$ cat src/rtl/kernel_run_ctrl_pkg.sv
// Shared types and helpers for the kernel run sequencer.
package kernel_run_ctrl_pkg;

  typedef enum logic [2:0] {
    ST_IDLE  = 3'd0,
    ST_START = 3'd1,
    ST_WAIT  = 3'd2,
    ST_GAP   = 3'd3,
    ST_HALT  = 3'd4
  } run_state_e;

  function automatic int max2(input int a, input int b);
    return (a > b) ? a : b;
  endfunction

endpackage

$ cat src/rtl/kernel_run_ctrl_sync2.sv
// Two-flop level synchroniser for quasi-static VIO probes.
module ctrl_sync2 (
  input  logic ap_clk,
  input  logic ap_rst,
  input  logic d,
  output logic q
);

  logic [1:0] sync_q;
  logic [1:0] sync_d;

  always_comb sync_d = {sync_q[0], d};

  always_ff @(posedge ap_clk or posedge ap_rst) begin
    if (ap_rst) sync_q <= '0;
    else        sync_q <= sync_d;
  end

  assign q = sync_q[1];

endmodule

$ cat src/rtl/kernel_run_ctrl.sv
// Run sequencer for an ap_ctrl_hs kernel: repeated runs, dataset stepping,
// per-run latency measurement and hang detection.
module kernel_run_ctrl
  import kernel_run_ctrl_pkg::*;
#(
  parameter int DATASET_NUM        = 8,
  parameter int DATASET_UPDATE_INV = 1,
  parameter int NUM_RUNS           = 0,
  parameter int GAP_CYCLES         = 16,
  parameter int TIMEOUT_CYCLES     = 2**24,
  parameter int CNT_WIDTH          = 32,
  localparam int SEL_W             = (DATASET_NUM > 1) ? $clog2(DATASET_NUM) : 1
) (
  input  logic                 ap_clk,
  input  logic                 ap_rst,
  input  logic                 run_en,
  output logic                 ap_start,
  input  logic                 ap_ready,
  input  logic                 ap_done,
  output logic [SEL_W-1:0]     dataset_sel,
  output logic                 dataset_adv,
  output logic [CNT_WIDTH-1:0] run_cnt,
  output logic [CNT_WIDTH-1:0] last_latency,
  output logic                 busy,
  output logic                 done_all,
  output logic                 timeout_err
);

  localparam int TW = $clog2(max2(TIMEOUT_CYCLES, GAP_CYCLES) + 1);
  localparam int UW = $clog2(DATASET_UPDATE_INV + 1);
  localparam logic [TW-1:0]        TMO_LAST = TW'(TIMEOUT_CYCLES - 1);
  localparam logic [TW-1:0]        GAP_LAST = TW'(GAP_CYCLES - 1);
  localparam logic [UW-1:0]        UPD_LAST = UW'(DATASET_UPDATE_INV - 1);
  localparam logic [SEL_W-1:0]     SEL_LAST = SEL_W'(DATASET_NUM - 1);
  localparam logic [CNT_WIDTH-1:0] RUNS_LIM = CNT_WIDTH'(NUM_RUNS);

  logic en_s;

  ctrl_sync2 u_sync_run_en (
    .ap_clk (ap_clk),
    .ap_rst (ap_rst),
    .d      (run_en),
    .q      (en_s)
  );

  run_state_e           state_q, state_d;
  logic [TW-1:0]        cnt_q, cnt_d;          // gap length in GAP, hang timer in START/WAIT
  logic [CNT_WIDTH-1:0] lat_q, lat_d;
  logic [CNT_WIDTH-1:0] last_lat_q, last_lat_d;
  logic [CNT_WIDTH-1:0] run_cnt_q, run_cnt_d;
  logic [UW-1:0]        upd_q, upd_d;
  logic [SEL_W-1:0]     sel_q, sel_d;
  logic                 adv_q, adv_d;
  logic                 done_all_q, done_all_d;
  logic                 tmo_err_q, tmo_err_d;

  logic                 done_acc;
  logic [CNT_WIDTH-1:0] lat_inc;

  always_comb begin
    state_d    = state_q;
    cnt_d      = cnt_q;
    lat_d      = lat_q;
    last_lat_d = last_lat_q;
    run_cnt_d  = run_cnt_q;
    upd_d      = upd_q;
    sel_d      = sel_q;
    adv_d      = 1'b0;
    done_all_d = done_all_q;
    tmo_err_d  = tmo_err_q;
    done_acc   = 1'b0;
    lat_inc    = (&lat_q) ? lat_q : lat_q + 1'b1;

    unique case (state_q)
      ST_IDLE: begin
        if (en_s) begin
          state_d = ST_START;
          cnt_d   = '0;
          lat_d   = '0;
        end
      end
      ST_START, ST_WAIT: begin
        lat_d = lat_inc;
        cnt_d = cnt_q + 1'b1;
        // A done on the last allowed cycle still counts as a good run.
        if (ap_done) begin
          done_acc = 1'b1;
          state_d  = ST_GAP;
          cnt_d    = '0;
        end else if (cnt_q == TMO_LAST) begin
          tmo_err_d = 1'b1;
          state_d   = ST_HALT;
        end else if (state_q == ST_START && ap_ready) begin
          state_d = ST_WAIT;
        end
      end
      ST_GAP: begin
        cnt_d = cnt_q + 1'b1;
        if (cnt_q == GAP_LAST) begin
          cnt_d = '0;
          if (NUM_RUNS != 0 && run_cnt_q == RUNS_LIM) begin
            state_d    = ST_HALT;
            done_all_d = 1'b1;
          end else if (en_s) begin
            state_d = ST_START;
            lat_d   = '0;
          end else begin
            state_d = ST_IDLE;
          end
        end
      end
      ST_HALT: begin
        if (!en_s) begin
          state_d    = ST_IDLE;
          done_all_d = 1'b0;
        end
      end
      default: state_d = ST_IDLE;
    endcase

    if (done_acc) begin
      last_lat_d = lat_inc;
      run_cnt_d  = (&run_cnt_q) ? run_cnt_q : run_cnt_q + 1'b1;
      // Index and pulse move together so banks see a consistent select.
      if (upd_q == UPD_LAST) begin
        upd_d = '0;
        adv_d = 1'b1;
        sel_d = (sel_q == SEL_LAST) ? '0 : sel_q + 1'b1;
      end else begin
        upd_d = upd_q + 1'b1;
      end
    end
  end

  always_ff @(posedge ap_clk or posedge ap_rst) begin
    if (ap_rst) begin
      state_q    <= ST_IDLE;
      cnt_q      <= '0;
      lat_q      <= '0;
      last_lat_q <= '0;
      run_cnt_q  <= '0;
      upd_q      <= '0;
      sel_q      <= '0;
      adv_q      <= 1'b0;
      done_all_q <= 1'b0;
      tmo_err_q  <= 1'b0;
    end else begin
      state_q    <= state_d;
      cnt_q      <= cnt_d;
      lat_q      <= lat_d;
      last_lat_q <= last_lat_d;
      run_cnt_q  <= run_cnt_d;
      upd_q      <= upd_d;
      sel_q      <= sel_d;
      adv_q      <= adv_d;
      done_all_q <= done_all_d;
      tmo_err_q  <= tmo_err_d;
    end
  end

  assign ap_start     = (state_q == ST_START);
  assign busy         = (state_q != ST_IDLE) && (state_q != ST_HALT);
  assign dataset_sel  = sel_q;
  assign dataset_adv  = adv_q;
  assign run_cnt      = run_cnt_q;
  assign last_latency = last_lat_q;
  assign done_all     = done_all_q;
  assign timeout_err  = tmo_err_q;

endmodule
$ cat config.mk
export PLATFORM = sky130hd
export DESIGN_NAME = kernel_run_ctrl
export DESIGN_NICKNAME = d
export VERILOG_FILES = /design/src/rtl/kernel_run_ctrl_pkg.sv /design/src/rtl/kernel_run_ctrl_sync2.sv /design/src/rtl/kernel_run_ctrl.sv
export SDC_FILE = /design/constraint.sdc
export NUM_CORES = 1
export LEC_CHECK = 0
export ABC_AREA = 1
export BUFFER_PORTS_ARGS = -buffer_cell sky130_fd_sc_hd__buf_2
export CORE_MARGIN = 8
export CORE_UTILIZATION = 30
export CTS_BUF_LIST = sky130_fd_sc_hd__clkbuf_4 sky130_fd_sc_hd__clkbuf_8
export DETAILED_ROUTE_END_ITERATION = 8
export PLACE_DENSITY = 0.43
export SLEW_MARGIN = 15
export SYNTH_ARGS = -nofsm -noshare
export SYNTH_HDL_FRONTEND = slang
export SYNTH_SLANG_ARGS = --single-unit
export TNS_END_PERCENT = 100
$ cat constraint.sdc
create_clock -name ap_clk -period 11.5 [get_ports ap_clk]
set_clock_uncertainty 0.2 [all_clocks]
set_input_delay 1.15 -clock ap_clk [delete_from_list [all_inputs] [get_ports ap_clk]]
set_output_delay 1.15 -clock ap_clk [all_outputs]
set_load 0.005 [all_outputs]
Word level (Yosys, flattened, before mapping) --
Cells that the tools add are included.
Word-level totals: register bits after elaboration 132, latch bits 0, memory bits (writable) 0, bits in read-only memories 0, input port bits 5, output and inout bits 72, logic and storage cells 66, memories kept 0
Cells by class: add/sub/neg operators 5, multipliers 0, div/mod/pow operators 0, magnitude comparators 0, equal/unequal tests 12, shift operators 0, mux-type cells 22, bitwise logic cells 3, reduce and logical (&&, ||, !) cells 14
Operators by type and width (number):
- two-way mux 32 bit | 3
- one-hot mux 32 bit (3 select lines) | 1
- two-way mux 25 bit | 3
- one-hot mux 25 bit (3 select lines) | 1
- adder 32 x 1 -> 32 bit (second input constant) | 2
- AND reduction 32 bit | 2
- adder 25 x 1 -> 25 bit (second input constant) | 1
- == test 25 x 24 -> 1 bit (second input constant) | 1
- == test 25 x 4 -> 1 bit (second input constant) | 1
- two-way mux 3 bit | 7
- one-hot mux 3 bit (4 select lines) | 1
- AND reduction 2 bit | 4
- == test 3 x 2 -> 1 bit (second input constant) | 2
- == test 3 bit (second input constant) | 2
- two-way mux 1 bit | 6
- nonzero test 3 bit | 2
- != test 2 bit (second input constant) | 2
- != test 4 bit (second input constant) | 1
- AND reduction 4 bit | 1
- adder 3 x 1 -> 3 bit (second input constant) | 1
- == test 3 x 1 -> 1 bit (second input constant) | 1
- zero test 3 bit | 1
- != test 3 bit (second input constant) | 1
- NOT 1 bit | 3
- 5 further kinds | 6

Longest topological paths before layout --
depth in word-level cells 6, depth in mapped cells 11, gate-level depth less buffers 10

Modules after synthesis --
From an unflattened synthesis, not the netlist that was laid out.
Unflattened totals: cells, all modules 1141, area total of the unflattened synthesis 7940.1 um2
By module, submodules not included:
- kernel_run_ctrl | times used 1, cells an instance 1138, area each 7886.3 um2, seq. area each 3228.1 um2
- ctrl_sync2 | times used 1, cells an instance 3, area each 53.8 um2, seq. area each 50.0 um2

Least setup slack after synthesis --
No wires, ideal clock.
path kind input to register, start input port ap_done, end register cnt_q[10], library setup time 0.120 ns, arrival time 1.813 ns, required time 11.180 ns, setup slack 9.367 ns, stages 6, path buffers 1, path through clkinv_1 nand2_1 nand3_2 inv_2 buf_4 nor2_1
Between the ends: longest elaborated chain between the ends 2
Ends and longest elaborated chain:
- from (decl) | line kernel_run_ctrl.sv:19 | input logic ap_done,
- two-way mux 25 bit | line kernel_run_ctrl.sv:86 | if (ap_done) begin
- one-hot mux 25 bit (3 select lines) | line kernel_run_ctrl.sv:74 | unique case (state_q)
- to (signal assigned) | line kernel_run_ctrl.sv:149 | cnt_q <= cnt_d;
- to (decl) | line kernel_run_ctrl.sv:47 | logic [TW-1:0] cnt_q, cnt_d;
No other way between the ends. A chain may end at the register's enable or synchronous reset.

Worst setup path after layout --
start register state_q[2], end register run_cnt_q[18] (netlist: run_cnt[18])
Between the ends: longest elaborated chain between the ends 4, elaborated cells between the ends (all ways) 5, classes of those cells 2 x eq/ne; 1 x mux; 2 x reduce/logical
Ends and longest elaborated chain:
- from (decl) | line kernel_run_ctrl.sv:46 | run_state_e state_q, state_d;
- from (signal assigned) | line kernel_run_ctrl.sv:148 | state_q <= state_d;
- == test 3 x 1 -> 1 bit / == test 3 x 2 -> 1 bit (equally long branches) | line kernel_run_ctrl.sv:74
- OR reduction 2 bit * | line kernel_run_ctrl.sv:74
- two-way mux 1 bit * | line kernel_run_ctrl.sv:74
- AND reduction 2 bit (no line) *
- to (signal assigned) | line kernel_run_ctrl.sv:152 | run_cnt_q <= run_cnt_d;
- to (decl) | line kernel_run_ctrl.sv:50 | logic [CNT_WIDTH-1:0] run_cnt_q, run_cnt_d;
Every way passes the cells marked *; elsewhere a longest branch is shown, timed or not.

==> impl_metrics.json <==
{
  "worstPathMaxFanout": 38,
  "internal-power_mw": 0.8190,
  "synth_area_um2": 7896,
  "synth_flop_cell": "dfrtp_1",
  "power_leakage_nw": 4.500,
  "drv_slew": 0,
  "syn2layout_area_growth_pct": 12.96,
  "p_comb_share_pct": 28.3,
  "path_clk_slew_ns": 0.09,
  "finalSetupViolations": 0,
  "cts_resized": 0,
  "die_h_um": 178.2,
  "num_rows": 59,
  "whs_path_depth": 0,
  "syn_area_per_cell_um2": 6.927,
  "worstSetupPathType": "flip-flop to flip-flop",
  "yosys_register_bits": 131,
  "crit_path_end_kind": "flip-flop",
  "ys_seq_area_share_pct": 41.51,
  "grt_max_degree": 74,
  "drtPass1Iterations": 5,
  "power_density_nw_per_um2": 153.3,
  "cap_violations": 0,
  "period_share_pct": 25.89,
  "drc_errors": 0,
  "synth_nets": 1150,
  "drt-total-wl_um": 22450,
  "clkPwrFrac_pct": 31.1,
  "diodes": 0,
  "hpwlAfterDp_um": 16230,
  "yosys_warnings": 0,
  "p_sw_mw": 0.5487,
  "outcome": "completed",
  "ys_types": 37,
  "final_core_util_pct": 34.33,
  "drive_gt1_share_pct": 13.07,
  "grt_pass1_vias": 7081,
  "fin_crit_ns": 2.977,
  "synth_edf_count": 0,
  "die_area_um2": 31770,
  "start_util_pct": 30.39,
  "async_reset_ff_share_pct": 100.0,
  "grt-ovfl-total": 0,
  "min_path_type": "flip-flop to flip-flop",
  "num_vias": 7063,
  "drt_iter0_drc": 408,
  "nFillCells": 2895,
  "rr_worst_depth": 11,
  "cts_tree": "built",
  "power_frac_seq_pct": 40.7,
  "total_power_mw": 1.368,
  "via_per_inst": 4.530,
  "worst_setup_path_start_kind": "flip-flop",
  "insertion_delay_ns": 0.46,
  "multi_input_area_um2": 4074,
  "hold_viol_final": 0,
  "regArea_um2": 3278,
  "io_buffer_count": 75,
  "cts-root-buf": "clkbuf_8",
  "grt_setup_unrepaired": "false",
  "grt_use_total_pct": 14.90,
  "ir_worst_vdd_uv": 135.0,
  "ioPinCount": 77,
  "antenna_found_initial": 0,
  "grt_pass1_wl_um": 37780,
  "postRouteAntennaNets": 0,
  "nets": 1221,
  "critPathRequiredTime_ns": 11.69,
  "synthesis.instances": 1140,
  "fin_cells": 1559,
  "fmax_ghz": 0.3359,
  "swShare_pct": 40.12,
  "core-area_um2": 25980,
  "cts_buffer_depth": 2,
  "htree_num_levels": 4,
  "worst_pin_slew_ns": 0.7842,
  "wire_per_inst_um": 14.40,
  "crit_arrival_ns": 3.16,
  "maxSlewHeadroom_pct": 47.72,
  "routabilityCongestion": 0.8452,
  "cts_buffers": 17,
  "cts.hold.buffers_added": 0,
  "setup_tns_ns": 0,
  "clock-sinks": 131,
  "die_w_um": 178.2,
  "placed_cells": 1527,
  "postCtsSetupBuffers": 0
}
==> area by class of cell <==
| cell class | count | share of cell area, % |
|---|---|---|
| clock inverter | 14 | 1.880 |
| inverter | 84 | 3.591 |
| timing repair buffer | 80 | 4.629 |
| sequential | 131 | 36.75 |
| clock buffer | 18 | 2.777 |
| multi-input combinational | 897 | 45.67 |
| tap | 335 | 4.699 |
==> flip-flops by register name, indices dropped and copies added, names as in the netlist <==
| register | count |
|---|---|
| state_q | 3 |
| cnt_q | 25 |
| dataset_adv | 1 |
| dataset_sel | 3 |
| last_latency | 32 |
| u_sync_run_en.sync_q | 2 |
| run_cnt | 32 |
| timeout_err | 1 |
| lat_q | 32 |
==> logic make-up (layout without fill, tap and decap cells) <==
group	Yosys count	count (layout)	share of synthesized area (%)
XOR/XNOR	34	34	3.771
AND/OR/NAND/NOR	819	819	43.89
adder cells (fa/ha/maj)	5	5	0.7923
AO/OA/AOI/OAI	38	38	3.090
other	1	1	0.04749
flip-flops	131	131	41.51
buffers and inverters	112	196	6.893
==> cells in the final DEF, fill, tap and decap left out, types with 6 or more instances in the layout <==
master / netlist / final
nand2_1: 519 / 519
nor2_1: 142 / 142
dfrtp_1: 131 / 131
inv_1: 76 / 75
buf_2: 12 / 75
nand3_1: 74 / 74
nand3b_1: 24 / 24
o21ai_0: 21 / 21
xor2_1: 18 / 18
clkbuf_8: 0 / 18
nand4_1: 16 / 16
xnor2_1: 16 / 16
nor3_1: 11 / 11
o21ai_2: 10 / 10
inv_2: 7 / 7
nand2_2: 6 / 6
nor2_2: 6 / 6
inv_6: 0 / 6
==> critical path, cell delays in order, from the launching register on <==
cell and delay (ns):
dfrtp_1 0.45, inv_2 0.12, nand3_2 0.09, nand2_1 0.08
buf_4 0.40, nand2_1 0.09, buf_4 0.30, inv_1 0.17
nand2_4 0.22, inv_2 0.54, nand3_1 0.15, nand2_1 0.09
==> power by group through the flow <==
stage                     registers (mW)  logic (mW)  clock network (mW)
after floorplan                    0.556       0.306                   0
after global placement             0.567       0.397                   0
after detailed placement           0.566       0.399                   0
after CTS                          0.557       0.400               0.441
after global routing               0.564       0.446               0.460
final                              0.556       0.387               0.425
==> cell usage after synthesis, types with 2 or more instances <==
cell / instances / area (um2)
nand3b_1: 24 / 180.2
ha_1: 5 / 62.56
buf_2: 12 / 60.06
inv_1: 76 / 285.3
dfrtp_1: 131 / 3278
nor2_2: 6 / 37.54
buf_8: 2 / 30.03
inv_2: 7 / 26.28
nand3_2: 2 / 20.02
nand4_1: 16 / 100.1
nor2_4: 5 / 56.30
nand3_1: 74 / 370.4
a31oi_1: 2 / 12.51
nor3b_1: 2 / 15.01
xor2_1: 18 / 157.7
o21ai_0: 21 / 105.1
nor3_1: 11 / 55.05
buf_6: 10 / 112.6
nand2_2: 6 / 37.54
nor2_1: 142 / 533.0
o21ai_2: 10 / 87.58
xnor2_1: 16 / 140.1
buf_4: 3 / 22.52
o21bai_1: 2 / 15.01
or2_2: 3 / 18.77
nor3_2: 2 / 20.02
nand2_4: 4 / 45.04
nand2_1: 519 / 1948
==> layer usage <==
metal	global-route usage (%)	wire length [um]	up-vias	part of all wire, %
met3	2.731	920	11	4.1
met1	21.64	11890	3245	53
met2	22.51	9486	106	42
li1	-	-	3701	-
met5	0	0	-	0
met4	3.410	155	0	0.69
==> through the flow <==
| stage | area (um2) | hold WS (ns) | setup WS [ns] |
|---|---|---|---|
| after floorplan | 7896 | 0.1312 | 6.652 |
| after global placement | 8504 | 0.1331 | 8.335 |
| after detailed placement | 8504 | 0.1372 | 8.323 |
| after CTS | 8920 | 0.1588 | 8.464 |
| after global routing | 8920 | 0.1719 | 8.128 |
| final | 8920 | 0.1563 | 8.523 |
==> path summary, 6_finish.rpt <==
| path | from | endpoint | slack [ns] |
|---|---|---|---|
| max in group asynchronous | ap_rst | lat_q[30] | 9.23 |
| worst min-delay path | u_sync_run_en.sync_q[0] | u_sync_run_en.sync_q[1] | 0.16 |
| worst max register to register | state_q[2] | run_cnt[18] | 8.52 |
| worst min register to register | u_sync_run_en.sync_q[0] | u_sync_run_en.sync_q[1] | 0.16 |
| worst max-delay path | state_q[2] | run_cnt[18] | 8.52 |
| min in group asynchronous | ap_rst | cnt_q[12] | 0.61 |
Note: power is estimated with default switching activity, not from simulation.
